`src/rtl/threshold_pkg.sv`:
```
// Shared constants for the adaptive-threshold phase sequencer:
// state encodings, stale-finished guard length and status LED bit positions.
package threshold_pkg;

  localparam logic [2:0] SEQ_IDLE      = 3'd0;
  localparam logic [2:0] SEQ_BOX_START = 3'd1;
  localparam logic [2:0] SEQ_BOX_RUN   = 3'd2;
  localparam logic [2:0] SEQ_THR_START = 3'd3;
  localparam logic [2:0] SEQ_THR_RUN   = 3'd4;
  localparam logic [2:0] SEQ_DONE      = 3'd5;
  localparam logic [2:0] SEQ_ERROR     = 3'd6;

  localparam int GUARD_CYCLES = 2;
  localparam int GUARD_W      = $clog2(GUARD_CYCLES + 1);

  localparam int LED_IDLE     = 0;
  localparam int LED_BOX      = 1;
  localparam int LED_THR      = 2;
  localparam int LED_FRAME    = 3;
  localparam int LED_COUNT_LO = 4;
  localparam int LED_ERROR    = 9;

endpackage

```
`src/rtl/pass_watchdog.sv`:
```
// Per-pass guard and timeout counters, shared by the box and threshold passes.
// Ports: clock, reset (sync, high), clear (pass start), enable (pass running),
//        guard_done (finished may be trusted), expired (timeout reached this cycle).
module pass_watchdog
  import threshold_pkg::*;
#(
  parameter int TIMEOUT_BITS = 20
) (
  input  logic clock,
  input  logic reset,
  input  logic clear,
  input  logic enable,
  output logic guard_done,
  output logic expired
);

  // expired fires on the run cycle that moves the counter to all-ones
  localparam logic [TIMEOUT_BITS-1:0] TMO_LAST =
    {{(TIMEOUT_BITS-1){1'b1}}, 1'b0};

  logic [GUARD_W-1:0]      guard;
  logic [TIMEOUT_BITS-1:0] tmo;

  always_ff @(posedge clock) begin
    if (reset) begin
      guard <= '0;
      tmo   <= '0;
    end else if (clear) begin
      guard <= GUARD_W'(GUARD_CYCLES);
      tmo   <= '0;
    end else if (enable) begin
      if (guard != '0)
        guard <= guard - 1'b1;
      tmo <= tmo + 1'b1;
    end
  end

  assign guard_done = (guard == '0);
  assign expired    = enable && (tmo == TMO_LAST);

endmodule

```
`src/rtl/threshold_sequencer.sv`:
```
// Phase controller: box_filter pass, then threshold pass, with start pulses,
// image-ROM address mux, watchdog, frame counter and status LEDs.
// Ports: clock/reset (sync, high); iStart/iContinuous run control;
//        oBoxStart/iBoxFinished and oThrStart/iThrFinished pass handshakes;
//        i*Image* address requests muxed onto oImageCol/oImageRow;
//        oBusy/oDone/oError/oFrameCount/oState/LEDR status.
module threshold_sequencer
  import threshold_pkg::*;
#(
  parameter int WIDTH_BITS   = 8,
  parameter int HEIGHT_BITS  = 8,
  parameter int TIMEOUT_BITS = 20,
  parameter int FRAME_BITS   = 8
) (
  input  logic                   clock,
  input  logic                   reset,
  input  logic                   iStart,
  input  logic                   iContinuous,
  output logic                   oBoxStart,
  input  logic                   iBoxFinished,
  output logic                   oThrStart,
  input  logic                   iThrFinished,
  input  logic [WIDTH_BITS-1:0]  iBoxImageCol,
  input  logic [HEIGHT_BITS-1:0] iBoxImageRow,
  input  logic [WIDTH_BITS-1:0]  iThrImageCol,
  input  logic [HEIGHT_BITS-1:0] iThrImageRow,
  output logic [WIDTH_BITS-1:0]  oImageCol,
  output logic [HEIGHT_BITS-1:0] oImageRow,
  output logic                   oBusy,
  output logic                   oDone,
  output logic                   oError,
  output logic [FRAME_BITS-1:0]  oFrameCount,
  output logic [2:0]             oState,
  output logic [9:0]             LEDR
);

  logic [2:0]            state;
  logic [2:0]            nxt;
  logic                  in_start;
  logic                  in_run;
  logic                  in_thr;
  logic                  guard_done;
  logic                  expired;
  logic                  box_start;
  logic                  thr_start;
  logic                  done;
  logic                  error;
  logic                  frame_seen;
  logic [FRAME_BITS-1:0] frame_count;
  logic [4:0]            frame_led;
  logic [9:0]            led;
  logic [9:0]            led_next;

  assign in_start = (state == SEQ_BOX_START) ||
                    (state == SEQ_THR_START);
  assign in_run   = (state == SEQ_BOX_RUN) ||
                    (state == SEQ_THR_RUN);
  assign in_thr   = (state == SEQ_THR_START) ||
                    (state == SEQ_THR_RUN);

  pass_watchdog #(
    .TIMEOUT_BITS(TIMEOUT_BITS)
  ) u_watchdog (
    .clock      (clock),
    .reset      (reset),
    .clear      (in_start),
    .enable     (in_run),
    .guard_done (guard_done),
    .expired    (expired)
  );

  // finished is checked before expiry so a pass ending on
  // its last allowed cycle still completes
  always_comb begin
    nxt = state;
    unique case (state)
      SEQ_IDLE:
        if (iStart) nxt = SEQ_BOX_START;
      SEQ_BOX_START:
        nxt = SEQ_BOX_RUN;
      SEQ_BOX_RUN:
        if (iBoxFinished && guard_done)
          nxt = SEQ_THR_START;
        else if (expired)
          nxt = SEQ_ERROR;
      SEQ_THR_START:
        nxt = SEQ_THR_RUN;
      SEQ_THR_RUN:
        if (iThrFinished && guard_done)
          nxt = SEQ_DONE;
        else if (expired)
          nxt = SEQ_ERROR;
      SEQ_DONE:
        nxt = iContinuous ? SEQ_BOX_START : SEQ_IDLE;
      SEQ_ERROR:
        nxt = SEQ_ERROR;
      default:
        nxt = SEQ_IDLE;
    endcase
  end

  if (FRAME_BITS >= 5) begin : g_led_wide
    assign frame_led = frame_count[4:0];
  end else begin : g_led_narrow
    assign frame_led = {{(5-FRAME_BITS){1'b0}}, frame_count};
  end

  // LEDs are built from the registered state, giving a one-cycle lag
  always_comb begin
    led_next                       = '0;
    led_next[LED_IDLE]             = (state == SEQ_IDLE);
    led_next[LED_BOX]              = (state == SEQ_BOX_START) ||
                                     (state == SEQ_BOX_RUN);
    led_next[LED_THR]              = in_thr;
    led_next[LED_FRAME]            = frame_seen;
    led_next[LED_COUNT_LO +: 5]    = frame_led;
    led_next[LED_ERROR]            = error;
  end

  always_ff @(posedge clock) begin
    if (reset) begin
      state       <= SEQ_IDLE;
      box_start   <= 1'b0;
      thr_start   <= 1'b0;
      done        <= 1'b0;
      error       <= 1'b0;
      frame_seen  <= 1'b0;
      frame_count <= '0;
      led         <= 10'b0000000001;
    end else begin
      state     <= nxt;
      box_start <= (nxt == SEQ_BOX_START);
      thr_start <= (nxt == SEQ_THR_START);
      done      <= (nxt == SEQ_DONE);
      if (nxt == SEQ_ERROR)
        error <= 1'b1;
      if (nxt == SEQ_DONE) begin
        frame_count <= frame_count + 1'b1;
        frame_seen  <= 1'b1;
      end
      led <= led_next;
    end
  end

  assign oImageCol   = in_thr ? iThrImageCol : iBoxImageCol;
  assign oImageRow   = in_thr ? iThrImageRow : iBoxImageRow;
  assign oBoxStart   = box_start;
  assign oThrStart   = thr_start;
  assign oBusy       = in_start || in_run;
  assign oDone       = done;
  assign oError      = error;
  assign oFrameCount = frame_count;
  assign oState      = state;
  assign LEDR        = led;

endmodule

```
`config.mk`:
```
export PLATFORM = sky130hd
export DESIGN_NAME = threshold_sequencer
export DESIGN_NICKNAME = d
export VERILOG_FILES = /design/src/rtl/threshold_pkg.sv /design/src/rtl/pass_watchdog.sv /design/src/rtl/threshold_sequencer.sv
export SDC_FILE = /design/constraint.sdc
export NUM_CORES = 1
export LEC_CHECK = 0
export CAP_MARGIN = 20
export CORE_AREA = 5 5 79 88
export DETAILED_ROUTE_END_ITERATION = 16
export DIE_AREA = 0 0 84 93
export GPL_TIMING_DRIVEN = 0
export MAX_ROUTING_LAYER = met4
export PLACE_DENSITY = 0.74
export SLEW_MARGIN = 20
export SYNTH_ARGS = -nofsm -noshare
export SYNTH_HDL_FRONTEND = slang
export SYNTH_SLANG_ARGS = --single-unit
```
`constraint.sdc`:
```
create_clock -name clock -period 2.3 [get_ports clock]
set_clock_uncertainty 0.15 [all_clocks]
set_input_delay 0.46 -clock clock [delete_from_list [all_inputs] [get_ports clock]]
set_output_delay 0.46 -clock clock [all_outputs]
set_load 0.05 [all_outputs]
```
==> qor.txt <==
Outcome -> finished with violations
Failing checks -> setup timing
Port Buffer Count -> 79
DIE AREA -> 7810 sq um
Fin util -> 0.623
Hpwl dp -> 4780 um
Fin worst setup slack -> -97.8 ps
Post-CTS Hold Buffers -> 0
# fillers -> 493
DR DRC count -> 0
Critical path's largest stage delay -> 370 ps
TritonCTS clock tree -> built
Max Cap Viol -> 0
Worst Path Buf+Inv -> 3
Pins Over Slew Limit -> 0
Chip height -> 93 um
Post-Synthesis Net Count -> 307
Critical path depth -> 6
Worst-path fanout max -> 7
Mean Syn Cell Area -> 8.89 sq um
Synth-to-Final Area Change -> 58.3%
Synth Instances -> 266
Die width -> 84 um
CP delay by family, top -> buffers and inverters
Cell Area, Placed -> 3290 sq um
Critical Path RT -> 1690 ps
Crit path cell chain -> buf_8, nor3b_4, a21oi_4, buf_12, mux2_4, buf_8
Leakage -> 1.50 nW
Seq/Total Area, Yosys -> 0.407
Final Critical Period -> 2400 ps
Hold depth -> 1
First-pass GRT wire length -> 11300 um
DRT iter0 DRCs -> 112
Core box area -> 6010 sq um
Io pins -> 80
Setup repair after global routing missed its margin -> yes
Vias per cell -> 5.32
DRT Wirelength -> 6860 um
Clock Path Buffers -> 2
Slew headroom -> 0.439
Vias in the first global route -> 2454
Initial core utilization -> 0.394
GP Congestion -> 0.881
Finished Layout Cells -> 446
DRT Pass-1 Iters -> 4
Worst setup SP type -> flip-flop
Root Buffer -> clkbuf_8
Yosys warnings -> 0
Worst-path clk slew -> 100 ps
Post-synth top flop -> dfxtp_1
Total clock sinks -> 48
Async SR Flop Fraction -> 0
Grt total ovfl -> 0
Worst Max-Slew Pin Slew -> 834 ps
Num rows -> 30
Setup TNS -> -1320 ps
Antenna cells -> 0
GRT Resource Usage Total -> 0.182
F_max -> 417 MHz
R2R cell count -> 6
Netlist Area Pre-Place -> 2360 sq um
Initial antenna violation count -> 0
Detailed-route via count -> 2372
CP arrival -> 1790 ps
Final-stage net count -> 406
CP Class -> reg -> out
WL/cell -> 15.4 um
Hold Path Class -> reg -> reg
PwrDens -> 541 nW/um^2
CP max stage cell -> dfxtp_4
Largest net degree at the start of global routing -> 17
Final setup viols -> 16
H-tree levels -> 2
TritonCTS Buffers -> 5
Synthesized flop and latch total -> 48
WHS -> 335 ps
Placed Cells -> 425
Max VDD drop -> 0.000303 V
Period utilization -> 1.04
Final ANT Viol Nets -> 0
Synth cell types -> 41
Most frequent cell on the critical path -> buf_8
Hold Fails Final Rpt -> 0
Final instance area -> 3740 sq um
Clock Latency Late Sink -> 310 ps
Number of enable flip-flop cells after synthesis -> 0
Layout cells sized above 1 -> 0.227
CP Capture Type -> primary output
==> cells in the final DEF, fill, tap and decap left out, drive strengths merged, types with 2 or more instances in the layout <==
cell type | Yosys | final
a21oi | 12 | 12
and2 | 3 | 3
mux2 | 17 | 17
o31ai | 5 | 5
buf | 9 | 40
inv | 7 | 8
nor2b | 9 | 9
a21o | 3 | 3
o21ai | 4 | 4
xnor2 | 7 | 7
nor4 | 6 | 6
clkdlybuf4s50 | 0 | 58
nor3 | 6 | 6
nor2 | 26 | 26
or3 | 10 | 10
nand3 | 11 | 11
nand4 | 14 | 14
nand2 | 12 | 12
xor2 | 6 | 6
o311ai | 2 | 2
dlymetal6s2s | 0 | 4
dfxtp | 48 | 48
ha | 3 | 3
and4 | 2 | 2
or2 | 4 | 4
nor3b | 5 | 5
clkbuf | 11 | 15
mux2i | 5 | 5
a31oi | 2 | 2
or4 | 7 | 7
o41ai | 2 | 2
nand2b | 2 | 2
==> cell usage after synthesis, types with 2 or more instances <==
library cell  number  area [sq um]
dfxtp_1           48           961
or3_1             10          62.6
nor3_1             6          30.0
nand2b_1           2          12.5
or2_2              4          25.0
or4_1              6          45.0
o41ai_1            2          17.5
nand4_1           14          87.6
o21ai_0            4          20.0
xor2_1             6          52.6
buf_1              2          7.51
nor2b_1            9          56.3
and2_1             3          18.8
a21oi_1           12          60.1
o31ai_1            5          37.5
clkbuf_1          11          41.3
nor2_1            26          97.6
inv_1              7          26.3
nor3b_1            4          30.0
nand2_1           12          45.0
o311ai_0           2          17.5
mux2_2            17           191
and4_1             2          17.5
mux2i_1            5          50.1
a31oi_1            2          12.5
xnor2_1            6          52.6
buf_4              5          37.5
nor4_1             6          37.5
buf_2              2          10.0
ha_1               3          37.5
a21o_1             3          22.5
nand3_1           11          55.1
==> repair_timing <==
action	CTS	global route
resized for setup	159	16
endpoints found under the setup margin	21	23
setup buffers	10	2
pin swaps	1	1
cloned	1	0
==> report_power, final <==
| part | internal [mW] | leakage, nW | switching (mW) |
|---|---|---|---|
| Clock | 0.284 | 0.0530 | 0.313 |
| Combinational | 0.265 | 1.06 | 0.296 |
| Sequential | 0.850 | 0.390 | 0.0174 |
==> state kept, by name (all words and copies together) (netlist names) <==
register	count
oBoxStart	1
oThrStart	1
oFrameCount	8
frame_seen	1
u_watchdog.guard	2
u_watchdog.tmo	20
oDone	1
oState	3
LEDR	10
oError	1
==> cell type report <==
cell class                 count  area, sq um  area share
sequential                    48          972       0.260
clock inverter                 2         16.3     0.00435
buffer                        20          151      0.0405
inverter                       7         26.3     0.00702
timing repair buffer          92          991       0.265
tap                           80          100      0.0268
multi-input combinational    191         1390       0.372
clock buffer                   6         93.8      0.0251
==> final timing paths <==
check	startpoint	to	slack, ps
worst min register to register	frame_seen	LEDR[3]	340
worst max register to register	oState[2]	u_watchdog.tmo[17]	30
worst min-delay path	frame_seen	LEDR[3]	340
worst max-delay path	oState[2]	oImageRow[7]	-100
==> per-stage QoR <==
| step | power [mW] | setup WS [ps] |
|---|---|---|
| finish | 2.02 | -97.8 |
| global route | 2.11 | -153 |
| CTS | 2.01 | -110 |
| detailed placement | 1.35 | -704 |
| global placement | 1.34 | -690 |
| floorplan | 1.17 | -5.85 |
==> worst reg2reg max path: stages, from the launching register on <==
cell	delay, ps
dfxtp_4	370
buf_4	160
xnor2_4	160
or4_1	510
buf_4	170
or4_4	510
mux2i_1	130
==> cells by family after synthesis <==
group,after synthesis,share of synthesized area
fa+ha+maj,3,0.0159
compound gates,33,0.0895
simple gates,120,0.283
mux,22,0.102
xor+xnor,13,0.0514
flops,48,0.407
buf+inv,27,0.0519
==> layer usage <==
metal,GRT usage,share of wire,up-vias
met1,0.202,0.43,1124
met4,0.0442,0.011,0
li1,-,-,1147
met2,0.328,0.50,93
met3,0.0458,0.060,8
met5,-,0,-
No activity file was read; power rests on OpenSTA's default activity.
